File: config.mk
export PLATFORM = sky130hd
export DESIGN_NAME = seg_frame_stats_flat
export DESIGN_NICKNAME = d
export VERILOG_FILES = /design/src/rtl/seg_frame_stats_if.sv /design/src/rtl/seg_frame_stats.sv /design/src/flat_wrapper.sv
export SDC_FILE = /design/constraint.sdc
export NUM_CORES = 1
export LEC_CHECK = 0
export CAP_MARGIN = 20
export CORE_AREA = 2 2 143 145
export DETAILED_ROUTE_END_ITERATION = 8
export DIE_AREA = 0 0 145 147
export GPL_ROUTABILITY_DRIVEN = 1
export PLACE_DENSITY_LB_ADDON = 0.15
export SLEW_MARGIN = 20
export SYNTH_ARGS = -nofsm -noshare
export SYNTH_HDL_FRONTEND = slang
export SYNTH_SLANG_ARGS = --single-unit
File: constraint.sdc
create_clock -name clk -period 17.01 [get_ports clk]
set_input_delay 3.402 -clock clk [delete_from_list [all_inputs] [get_ports clk]]
set_output_delay 3.402 -clock clk [all_outputs]
set_load 0.05 [all_outputs]
File: src/rtl/seg_frame_stats_if.sv
// seg_frame_stats_if: segmented video stream in, per-frame statistics record out
interface seg_frame_stats_if #(
  parameter int H_DISP = 640,
  parameter int V_DISP = 480
);
  localparam int CW = $clog2(H_DISP * V_DISP + 1);
  localparam int XW = $clog2(H_DISP);
  localparam int YW = $clog2(V_DISP);
  logic          seg_hsync;
  logic          seg_vsync;
  logic [7:0]    seg_data;
  logic          seg_de;
  logic          stat_valid;
  logic [CW-1:0] fg_count;
  logic [XW-1:0] x_min;
  logic [XW-1:0] x_max;
  logic [YW-1:0] y_min;
  logic [YW-1:0] y_max;
  logic          bbox_empty;
  logic          geom_err;
  logic [15:0]   frame_cnt;
  modport master (
    output seg_hsync, seg_vsync, seg_data, seg_de,
    input  stat_valid, fg_count, x_min, x_max, y_min, y_max, bbox_empty, geom_err, frame_cnt
  );
  modport slave (
    input  seg_hsync, seg_vsync, seg_data, seg_de,
    output stat_valid, fg_count, x_min, x_max, y_min, y_max, bbox_empty, geom_err, frame_cnt
  );
endinterface

File: src/rtl/seg_frame_stats.sv
// seg_frame_stats: per-frame foreground count, bounding box and geometry check of a segmented stream
module seg_frame_stats #(
  parameter int   H_DISP    = 640,
  parameter int   V_DISP    = 480,
  parameter int   FG_THRESH = 128,
  parameter logic VS_ACTIVE = 1'b1,
  parameter logic HS_ACTIVE = 1'b1
) (
  input logic             clk,
  input logic             rst,
  seg_frame_stats_if.slave s
);
  localparam int CW  = $clog2(H_DISP * V_DISP + 1);
  localparam int XW  = $clog2(H_DISP);
  localparam int YW  = $clog2(V_DISP);
  localparam int XCW = $clog2(H_DISP + 1);
  localparam int YCW = $clog2(V_DISP + 1);
  localparam logic [XCW-1:0] XLIM = XCW'(H_DISP);
  localparam logic [YCW-1:0] YLIM = YCW'(V_DISP);
  typedef enum logic [1:0] {IDLE, ACTIVE, REPORT} state_t;
  state_t state_q, state_d;
  logic s1_hs_q, s1_vs_q, s1_de_q, s2_vs_q, s2_de_q;
  logic [7:0] s1_data_q;
  logic [XCW-1:0] x_q, x_d;
  logic [YCW-1:0] y_q, y_d, y_base;
  logic [CW-1:0] cnt_q, cnt_d, cnt_b;
  logic [XW-1:0] xmin_q, xmin_d, xmin_b, xmax_q, xmax_d, xmax_b, px;
  logic [YW-1:0] ymin_q, ymin_d, ymin_b, ymax_q, ymax_d, ymax_b, py;
  logic err_q, err_d, err_b;
  logic boundary, line_end, fg, run, keep, viol, rep, empty;
  logic stat_valid_q, bbox_empty_q, bbox_empty_d, geom_err_q, geom_err_d;
  logic [CW-1:0] fg_count_q, fg_count_d;
  logic [XW-1:0] x_min_q, x_min_d, x_max_q, x_max_d;
  logic [YW-1:0] y_min_q, y_min_d, y_max_q, y_max_d;
  logic [15:0] frame_cnt_q, frame_cnt_d;
  assign boundary = s1_vs_q == VS_ACTIVE && s2_vs_q != VS_ACTIVE;
  assign line_end = !s1_de_q && s2_de_q;
  // input register stage s1 and edge-detect copy s2
  always_ff @(posedge clk or posedge rst)
    if (rst) {s1_hs_q, s1_vs_q, s1_de_q, s1_data_q, s2_vs_q, s2_de_q} <= '0;
    else begin
      s1_hs_q   <= s.seg_hsync;
      s1_vs_q   <= s.seg_vsync;
      s1_de_q   <= s.seg_de;
      s1_data_q <= s.seg_data;
      s2_vs_q   <= s1_vs_q;
      s2_de_q   <= s1_de_q;
    end
  // frame sequencing: discard the first partial frame, then report at every boundary
  always_comb begin
    state_d = state_q;
    if (state_q == REPORT) state_d = ACTIVE;
    else if (boundary) state_d = (state_q == IDLE) ? ACTIVE : REPORT;
  end
  // accumulator update; REPORT/IDLE restart from init values so the REPORT-cycle pixel still lands in the new frame
  always_comb begin
    run    = state_q != IDLE;
    keep   = state_q == ACTIVE;
    fg     = s1_de_q && s1_data_q >= 8'(FG_THRESH);
    y_base = keep ? y_q : '0;
    px     = x_q[XW-1:0];
    py     = y_base[YW-1:0];
    x_d    = line_end ? '0 : (s1_de_q && x_q != XLIM) ? x_q + 1'b1 : x_q;
    y_d    = (run && line_end && y_base != YLIM) ? y_base + 1'b1 : y_base;
    cnt_b  = keep ? cnt_q : '0;
    xmin_b = keep ? xmin_q : '1;
    xmax_b = keep ? xmax_q : '0;
    ymin_b = keep ? ymin_q : '1;
    ymax_b = keep ? ymax_q : '0;
    err_b  = keep && err_q;
    viol   = (line_end && (x_q != XLIM || y_base == YLIM)) ||
             (s1_de_q && (x_q == XLIM || s1_hs_q == HS_ACTIVE || s1_vs_q == VS_ACTIVE)) ||
             (boundary && y_d != YLIM);
    cnt_d  = cnt_b + CW'(run && fg);
    xmin_d = (run && fg && px < xmin_b) ? px : xmin_b;
    xmax_d = (run && fg && px > xmax_b) ? px : xmax_b;
    ymin_d = (run && fg && py < ymin_b) ? py : ymin_b;
    ymax_d = (run && fg && py > ymax_b) ? py : ymax_b;
    err_d  = err_b || (run && viol);
  end
  // state, counters and accumulators
  always_ff @(posedge clk or posedge rst)
    if (rst) begin
      state_q <= IDLE;
      x_q     <= '0;
      y_q     <= '0;
      cnt_q   <= '0;
      xmin_q  <= '1;
      xmax_q  <= '0;
      ymin_q  <= '1;
      ymax_q  <= '0;
      err_q   <= 1'b0;
    end else begin
      state_q <= state_d;
      x_q     <= x_d;
      y_q     <= y_d;
      cnt_q   <= cnt_d;
      xmin_q  <= xmin_d;
      xmax_q  <= xmax_d;
      ymin_q  <= ymin_d;
      ymax_q  <= ymax_d;
      err_q   <= err_d;
    end
  // record contents; an empty frame reports a zero bounding box
  always_comb begin
    rep          = state_q == REPORT;
    empty        = cnt_q == '0;
    fg_count_d   = cnt_q;
    x_min_d      = empty ? '0 : xmin_q;
    x_max_d      = empty ? '0 : xmax_q;
    y_min_d      = empty ? '0 : ymin_q;
    y_max_d      = empty ? '0 : ymax_q;
    bbox_empty_d = empty;
    geom_err_d   = err_q;
    frame_cnt_d  = frame_cnt_q + 16'd1;
  end
  // record registers, loaded only in REPORT and held otherwise
  always_ff @(posedge clk or posedge rst)
    if (rst) begin
      stat_valid_q <= 1'b0;
      fg_count_q   <= '0;
      x_min_q      <= '0;
      x_max_q      <= '0;
      y_min_q      <= '0;
      y_max_q      <= '0;
      bbox_empty_q <= 1'b0;
      geom_err_q   <= 1'b0;
      frame_cnt_q  <= '0;
    end else begin
      stat_valid_q <= rep;
      if (rep) begin
        fg_count_q   <= fg_count_d;
        x_min_q      <= x_min_d;
        x_max_q      <= x_max_d;
        y_min_q      <= y_min_d;
        y_max_q      <= y_max_d;
        bbox_empty_q <= bbox_empty_d;
        geom_err_q   <= geom_err_d;
        frame_cnt_q  <= frame_cnt_d;
      end
    end
  assign s.stat_valid = stat_valid_q;
  assign s.fg_count   = fg_count_q;
  assign s.x_min      = x_min_q;
  assign s.x_max      = x_max_q;
  assign s.y_min      = y_min_q;
  assign s.y_max      = y_max_q;
  assign s.bbox_empty = bbox_empty_q;
  assign s.geom_err   = geom_err_q;
  assign s.frame_cnt  = frame_cnt_q;
endmodule

File: src/flat_wrapper.sv
// flat-port wrapper written by rule: the top's interface ports become plain ports
module seg_frame_stats_flat 
#(
  parameter int   H_DISP    = 640,
  parameter int   V_DISP    = 480,
  parameter int   FG_THRESH = 128,
  parameter logic VS_ACTIVE = 1'b1,
  parameter logic HS_ACTIVE = 1'b1
)
  (clk, rst, s_seg_hsync, s_seg_vsync, s_seg_data, s_seg_de, s_stat_valid, s_fg_count, s_x_min, s_x_max, s_y_min, s_y_max, s_bbox_empty, s_geom_err, s_frame_cnt);
  seg_frame_stats_if #(.H_DISP(H_DISP), .V_DISP(V_DISP)) s_i ();
  input logic clk;
  input logic rst;
  input wire logic [$bits(s_i.seg_hsync)-1:0] s_seg_hsync;
  input wire logic [$bits(s_i.seg_vsync)-1:0] s_seg_vsync;
  input wire logic [$bits(s_i.seg_data)-1:0] s_seg_data;
  input wire logic [$bits(s_i.seg_de)-1:0] s_seg_de;
  output wire logic [$bits(s_i.stat_valid)-1:0] s_stat_valid;
  output wire logic [$bits(s_i.fg_count)-1:0] s_fg_count;
  output wire logic [$bits(s_i.x_min)-1:0] s_x_min;
  output wire logic [$bits(s_i.x_max)-1:0] s_x_max;
  output wire logic [$bits(s_i.y_min)-1:0] s_y_min;
  output wire logic [$bits(s_i.y_max)-1:0] s_y_max;
  output wire logic [$bits(s_i.bbox_empty)-1:0] s_bbox_empty;
  output wire logic [$bits(s_i.geom_err)-1:0] s_geom_err;
  output wire logic [$bits(s_i.frame_cnt)-1:0] s_frame_cnt;
  assign s_i.seg_hsync = s_seg_hsync;
  assign s_i.seg_vsync = s_seg_vsync;
  assign s_i.seg_data = s_seg_data;
  assign s_i.seg_de = s_seg_de;
  assign s_stat_valid = s_i.stat_valid;
  assign s_fg_count = s_i.fg_count;
  assign s_x_min = s_i.x_min;
  assign s_x_max = s_i.x_max;
  assign s_y_min = s_i.y_min;
  assign s_y_max = s_i.y_max;
  assign s_bbox_empty = s_i.bbox_empty;
  assign s_geom_err = s_i.geom_err;
  assign s_frame_cnt = s_i.frame_cnt;
  seg_frame_stats #(.H_DISP(H_DISP), .V_DISP(V_DISP), .FG_THRESH(FG_THRESH), .VS_ACTIVE(VS_ACTIVE), .HS_ACTIVE(HS_ACTIVE)) u_core (.clk(clk), .rst(rst), .s(s_i));
endmodule
==> impl_metrics.ini <==
[status]
outcome = completed

[die]
die_x_um = 145
core-area_sq_um = 19800
io_pins = 89
initial_core_util_pct = 39.0
die-area_sq_um = 21300
rows = 52
die_y_um = 147

[yosys]
avgSynthCellArea_sq_um = 10.7
synth_compound_area_share_pct = 11.1
yosys.area.top_type = dfrtp_1
synth_edf_count = 0
synth-main-ff-cell = dfrtp_1
ys_warn_count = 0
synth_top_family_by_area = simple AND/OR/NAND/NOR gates
yosysUniqueCellTypes = 64
yosysSeqAreaShare_pct = 52.4
synth_top_area_share_pct = 46.0
synth_area_sq_um = 7730
synthAdderAreaFrac_pct = 6.31
syn_inst = 725
synth_top_cells_by_count = dfrtp_1, nand2_1, nor2_1
synthTopCellsByArea = dfrtp_1, dfstp_2, ha_1
ys_ff_latch = 161
synthSimpleGateAreaFrac_pct = 15.7
synth_nets = 777
muxShareOfSynthArea_pct = 5.13
synth_xor_area_share_pct = 5.44
async_reset_ff_share_pct = 100
synth.most_common_cell = dfrtp_1

[critical_path]
startpoint = u_core.s.frame_cnt[2]
crit_path_end_kind = output port
crit_chain = clkdlybuf4s50_1
crit_family = buffers and inverters
critPathLaunchType = flop
crit_arrival_ns = 1.71
critical_path_class = flop to output port
cp_slowest_stage_delay_ns = 0.84
reg2reg_from = u_core.state_q[0]
path_buf_inv = 1
slowest_stage = clkdlybuf4s50_1
worstPathRequired_ns = 13.61
worstPathMaxFanout = 5

[place]
dp_cells = 1050
gp_congestion = 0.819
pre_cts_ws_ns = 11.48
hpwl_um = 12100
io_buffers = 81

[global_routing]
grt_pass1_wl_um = 29300
first_global_vias = 5655
grt_max_degree = 83
grt_overflow_total = 0
grt.total_usage_pct = 17.0
grt_antenna_before_repair = 0

[timing]
setup_viol_count_final = 0
hold_viol_final = 0
min_period_ns = 5.11
slew_violations = 0
clock_skew_ns = 0.00981
fmax_mhz = 196
setup_tns_ns = 0
finalCritPeriodShare_pct = 30.0
rsz0062_at_grt = false
setup_slack_ns = 11.90
slew_headroom_pct = 37.2
worst_pin_slew_ns = 0.940

[routing]
via_count = 5578
wl_per_cell_um = 16.2
drt_iter0_markers = 287
via_per_inst = 5.16
antenna_left = 0
drt_wl_total_um = 17500
first_pass_iters = 5
drc = 0

[power_and_ir_drop]
leakage_nw = 4.45
ir_worst_vdd_mv = 0.0699
p_per_area_nw_per_um2 = 131

[min_path]
min_from = u_core.s1_vs_q
worstHoldPathType = flop to flop

[cts]
post_cts_resized = 0
clkLatencyLatePin_ns = 0.42
htreeDepth = 4
clk_path_buf_depth = 2
clk_pin_slew_worst_paths_ns = 0.07
hold_buffers = 0
cts_buffers = 17
cts.sinks = 161
cts-root-buf = clkbuf_16
cts_tree = yes
postCtsSetupRepairBufs = 0

[job]
max_cap_violations = 0

[final_layout]
insertedDiodeCount = 0
final_cells = 1082
nets = 851
drive_gt1_share_pct = 9.61
syn2layout_area_growth_pct = 22.4
==> cells in the final DEF, fill, tap and decap left out, drive strengths merged, types with 20 or more instances in the layout <==
cell	instances
dfrtp	142
mux2i	37
a22o	38
inv	34
ha	39
clkbuf	20
nand3	22
nand2	117
xnor2	30
clkdlybuf4s50	81
nor2	59
==> final cells by class <==
class,count,area (sq um)
Fill cell,1783,10400
Sequential cell,161,4050
Multi-Input combinational cell,497,3380
Timing Repair Buffer,89,875
Clock buffer,20,457
Tap cell,270,338
Clock inverter,12,226
Inverter,33,134
==> worst paths after layout <==
| kind | endpoint | slack [ns] | cells after the start |
|---|---|---|---|
| worst max-delay path | s_frame_cnt[2] | 11.90 | 1 |
| worst min-delay path | u_core.s2_vs_q | 0.39 | 0 |
| worst max register to register | u_core.xmax_q[0] | 13.33 | 11 |
| worst min register to register | u_core.s2_vs_q | 0.39 | 0 |
| max in group asynchronous | u_core.s.x_max[1] | 12.35 | 3 |
| min in group asynchronous | u_core.s.frame_cnt[9] | 3.49 | 2 |
==> where the power goes <==
group / internal [mW] / switching, mW / leakage [nW]
Clock: 0.284 / 0.154 / 0.327
Combinational: 0.107 / 0.208 / 2.00
Sequential: 0.439 / 0.0469 / 2.13
==> metrics by stage <==
stage / power (mW) / instance area, sq um / utilization [%] / hold WS (ns)
2_1_floorplan: 0.704 / 7730 / - / 0.367
3_3_place_gp: 0.804 / 8770 / 44.2 / 0.382
3_5_place_dp: 0.809 / 8770 / 44.2 / 0.391
4_1_cts: 1.25 / 9460 / 47.7 / 0.403
5_1_grt: 1.29 / 9460 / 47.7 / 0.421
6_report: 1.24 / 9460 / 47.7 / 0.394
==> state kept, by name (all words and copies together) (netlist names), 10 cells and up <==
name,cells
u_core.s.fg_count,19
u_core.xmax_q,10
u_core.s.frame_cnt,16
u_core.xmin_q,10
u_core.cnt_q,19
u_core.s.x_min,10
u_core.px,10
u_core.s.x_max,10
==> per-layer routing <==
layer  up-vias  global-route usage, %  wire length, um
met5         -                      0                0
met3        31                   3.42              558
met4         0                   6.58              324
li1       2667                      -                -
met1      2756                   23.9             8670
met2       124                   26.0             7960
==> logic make-up after synthesis <==
logic type	count (synthesis)
fa+ha+maj	39
mux	39
xor+xnor	48
compound gates	110
flops	161
buf+inv	67
simple gates	261
Power figures use the tool's default switching activity.
==> RTL change, RTL diff (same flow settings) <==
`y_q` no longer has a reset.
--- a/src/rtl/seg_frame_stats.sv
+++ b/src/rtl/seg_frame_stats.sv
@@ -85,3 +85,2 @@
       x_q     <= '0;
-      y_q     <= '0;
       cnt_q   <= '0;
@@ -95,3 +94,2 @@
       x_q     <= x_d;
-      y_q     <= y_d;
       cnt_q   <= cnt_d;
@@ -103,2 +101,6 @@
     end
+
+  always_ff @(posedge clk) begin
+    y_q <= y_d;
+  end
   // record contents; an empty frame reports a zero bounding box
Check against the original RTL: same outputs for any inputs over 10 cycles, from zero or initial values and one cycle with rst high; that may be too few to reach the edited logic, so the function may still have changed.
==> RTL change against the original RTL <==
Global-route usage grew 0.21 points; sequential cell count is the same; sequential power is essentially flat; power shrank 2.6%; non-clock buffer count shrank 1; wire length grew 1.0%; area after synthesis shrank 1.8%; clock power shrank 8.7%; cell area shrank 1.8%; register-to-register slack gained 0.12 ns; critical path depth is the same; setup slack gained 0.0079 ns.
==> RTL change: results (changes against the original RTL) <==
wl_per_cell_um: 16.3  # +0.74%
clock_path_buffers: 2  # unchanged
reg2reg_slack_ns: 13.45  # +0.12 ns
async_flop_share_pct: 94.4  # -5.6 points
grt_max_degree: 93  # +12%
route.met3.wl_um: 644  # +15%
worst-r2r-cell-count: 10  # -1
synth_common_cells: "dfrtp_1, nand2_1, nor2_1, ha_1"
hold_path.class: "flip-flop to flip-flop"
place_area_mm2: 0.00867  # -1.2%
status: "completed"
r2r_end: "u_core.ymin_q[4]$_DFF_PP1_"
rr_startpoint: "u_core.state_q[1]$_DFFE_PP0P_"
post-place-ws_ns: 11.63  # +0.154 ns
synthMuxAreaShare_pct: 5.31  # +0.18 points
p_leak_nw: 4.39  # -1.4%
synth_fa_ha_area_share_pct: 6.56  # +0.25 points
multi_input_cells: 502  # +1.0%
first_global_vias: 5739  # +1.5%
die_w_um: 145  # unchanged
crit_arrival_ns: 1.70
multi_input_area_share_pct: 35.9  # +0.19 points
final_nets: 854  # +0.35%
seq_cell_count: 161  # unchanged
wl_met1_um: 8540  # -1.5%
critPathLaunch: "u_core.s.frame_cnt[2]$_DFFE_PP0P_"
dp_hpwl_um: 12100  # +0.40%
vias: 5557  # -0.38%
antenna_cells: 0  # unchanged
synth_fp_nets: 779  # +0.26%
skew_ns: 0.00813  # -0.00168 ns
yosysWarnings: 0  # unchanged
drive_gt1_share_pct: 8.10  # -1.5 points
clock_area_share_pct: 6.67  # -0.55 points
n_clock_buffer: 18  # -10%
grt_pass1_wl_um: 29600  # +1.1%
drtIter0Drc: 349  # +22%
fmax_ghz: 0.196  # +0.15%
yosysSeqAreaShare_pct: 52.8  # +0.39 points
seq_area_mm2: 0.00401  # -1.1%
grt_usage_pct: 17.2  # +0.21 points
h-tree-depth: 4  # unchanged
synth_area_leaders: "dfrtp_1, dfstp_2, ha_1, nand2_1, mux2i_1"
synth_cell_types: 56  # -13%
synth-compound-area-share_pct: 9.13  # -1.9 points
worstMarginPinSlew_ns: 0.995  # +0.0550 ns
buf_share_pct: 9.29  # +0.051 points
inverters: 32  # -3.0%
top_layer_used: "met4"
slowest_delay_ns: 0.84  # about the same
internal_power_mw: 0.788  # -5.1%
place_congestion: 0.826  # +0.87%
peakVddDrop_uv: 114  # +63%
synth-xor-area-share_pct: 5.31  # -0.13 points
num-fill-cells: 1855  # +4.0%
route.met2.wl_um: 8220  # +3.3%
buffers: 88  # -1.1%
antenna_found_initial: 0  # unchanged
cts-root-buf: "clkbuf_16"
==> RTL change: changes by cell type in the layout (fill, tap and decap cells not counted), sizes merged, moves of 6 or more <==
cell | unedited run | this run
o211ai | 6 | 0
dfxtp | 0 | 9
nor3 | 7 | 13
a21o | 10 | 3
dfrtp | 142 | 133
==> RTL change: how the worst min path moves through the flow <==
stage / startpoint / end / slack [ns] / depth (start not counted)
global placement: u_core.s1_vs_q$_DFF_PP0_ / u_core.s2_vs_q$_DFF_PP0_ / 0.38 / 0
finish: u_core.s1_vs_q$_DFF_PP0_ / u_core.s2_vs_q$_DFF_PP0_ / 0.40 / 0
CTS: u_core.s1_vs_q$_DFF_PP0_ / u_core.s2_vs_q$_DFF_PP0_ / 0.40 / 0
global route: u_core.s1_vs_q$_DFF_PP0_ / u_core.s2_vs_q$_DFF_PP0_ / 0.43 / 0
floorplan: u_core.s1_vs_q$_DFF_PP0_ / u_core.s2_vs_q$_DFF_PP0_ / 0.37 / 0
detailed placement: u_core.s1_vs_q$_DFF_PP0_ / u_core.s2_vs_q$_DFF_PP0_ / 0.39 / 0
==> RTL change: power by group through the flow <==
stage          clock network [mW]  registers, mW  logic, mW
2_1_floorplan                   0          0.571      0.135
3_3_place_gp                    0          0.491      0.319
3_5_place_dp                    0          0.492      0.323
4_1_cts                     0.409          0.486      0.325
5_1_grt                     0.427          0.492      0.346
6_report                    0.401          0.486      0.321
==> RTL change: stage by stage <==
step           util, %  instances
4_1_cts           46.8       1085
3_3_place_gp      43.7       1053
3_5_place_dp      43.7       1053
2_1_floorplan        -        727
5_1_grt           46.8       1085
6_report          46.8       1085
==> RTL change: routing by layer <==
layer	GRT usage, %	up-vias
met5	0	-
met2	27.8	122
met4	5.05	0
met3	3.70	17
met1	23.4	2737
li1	-	2681
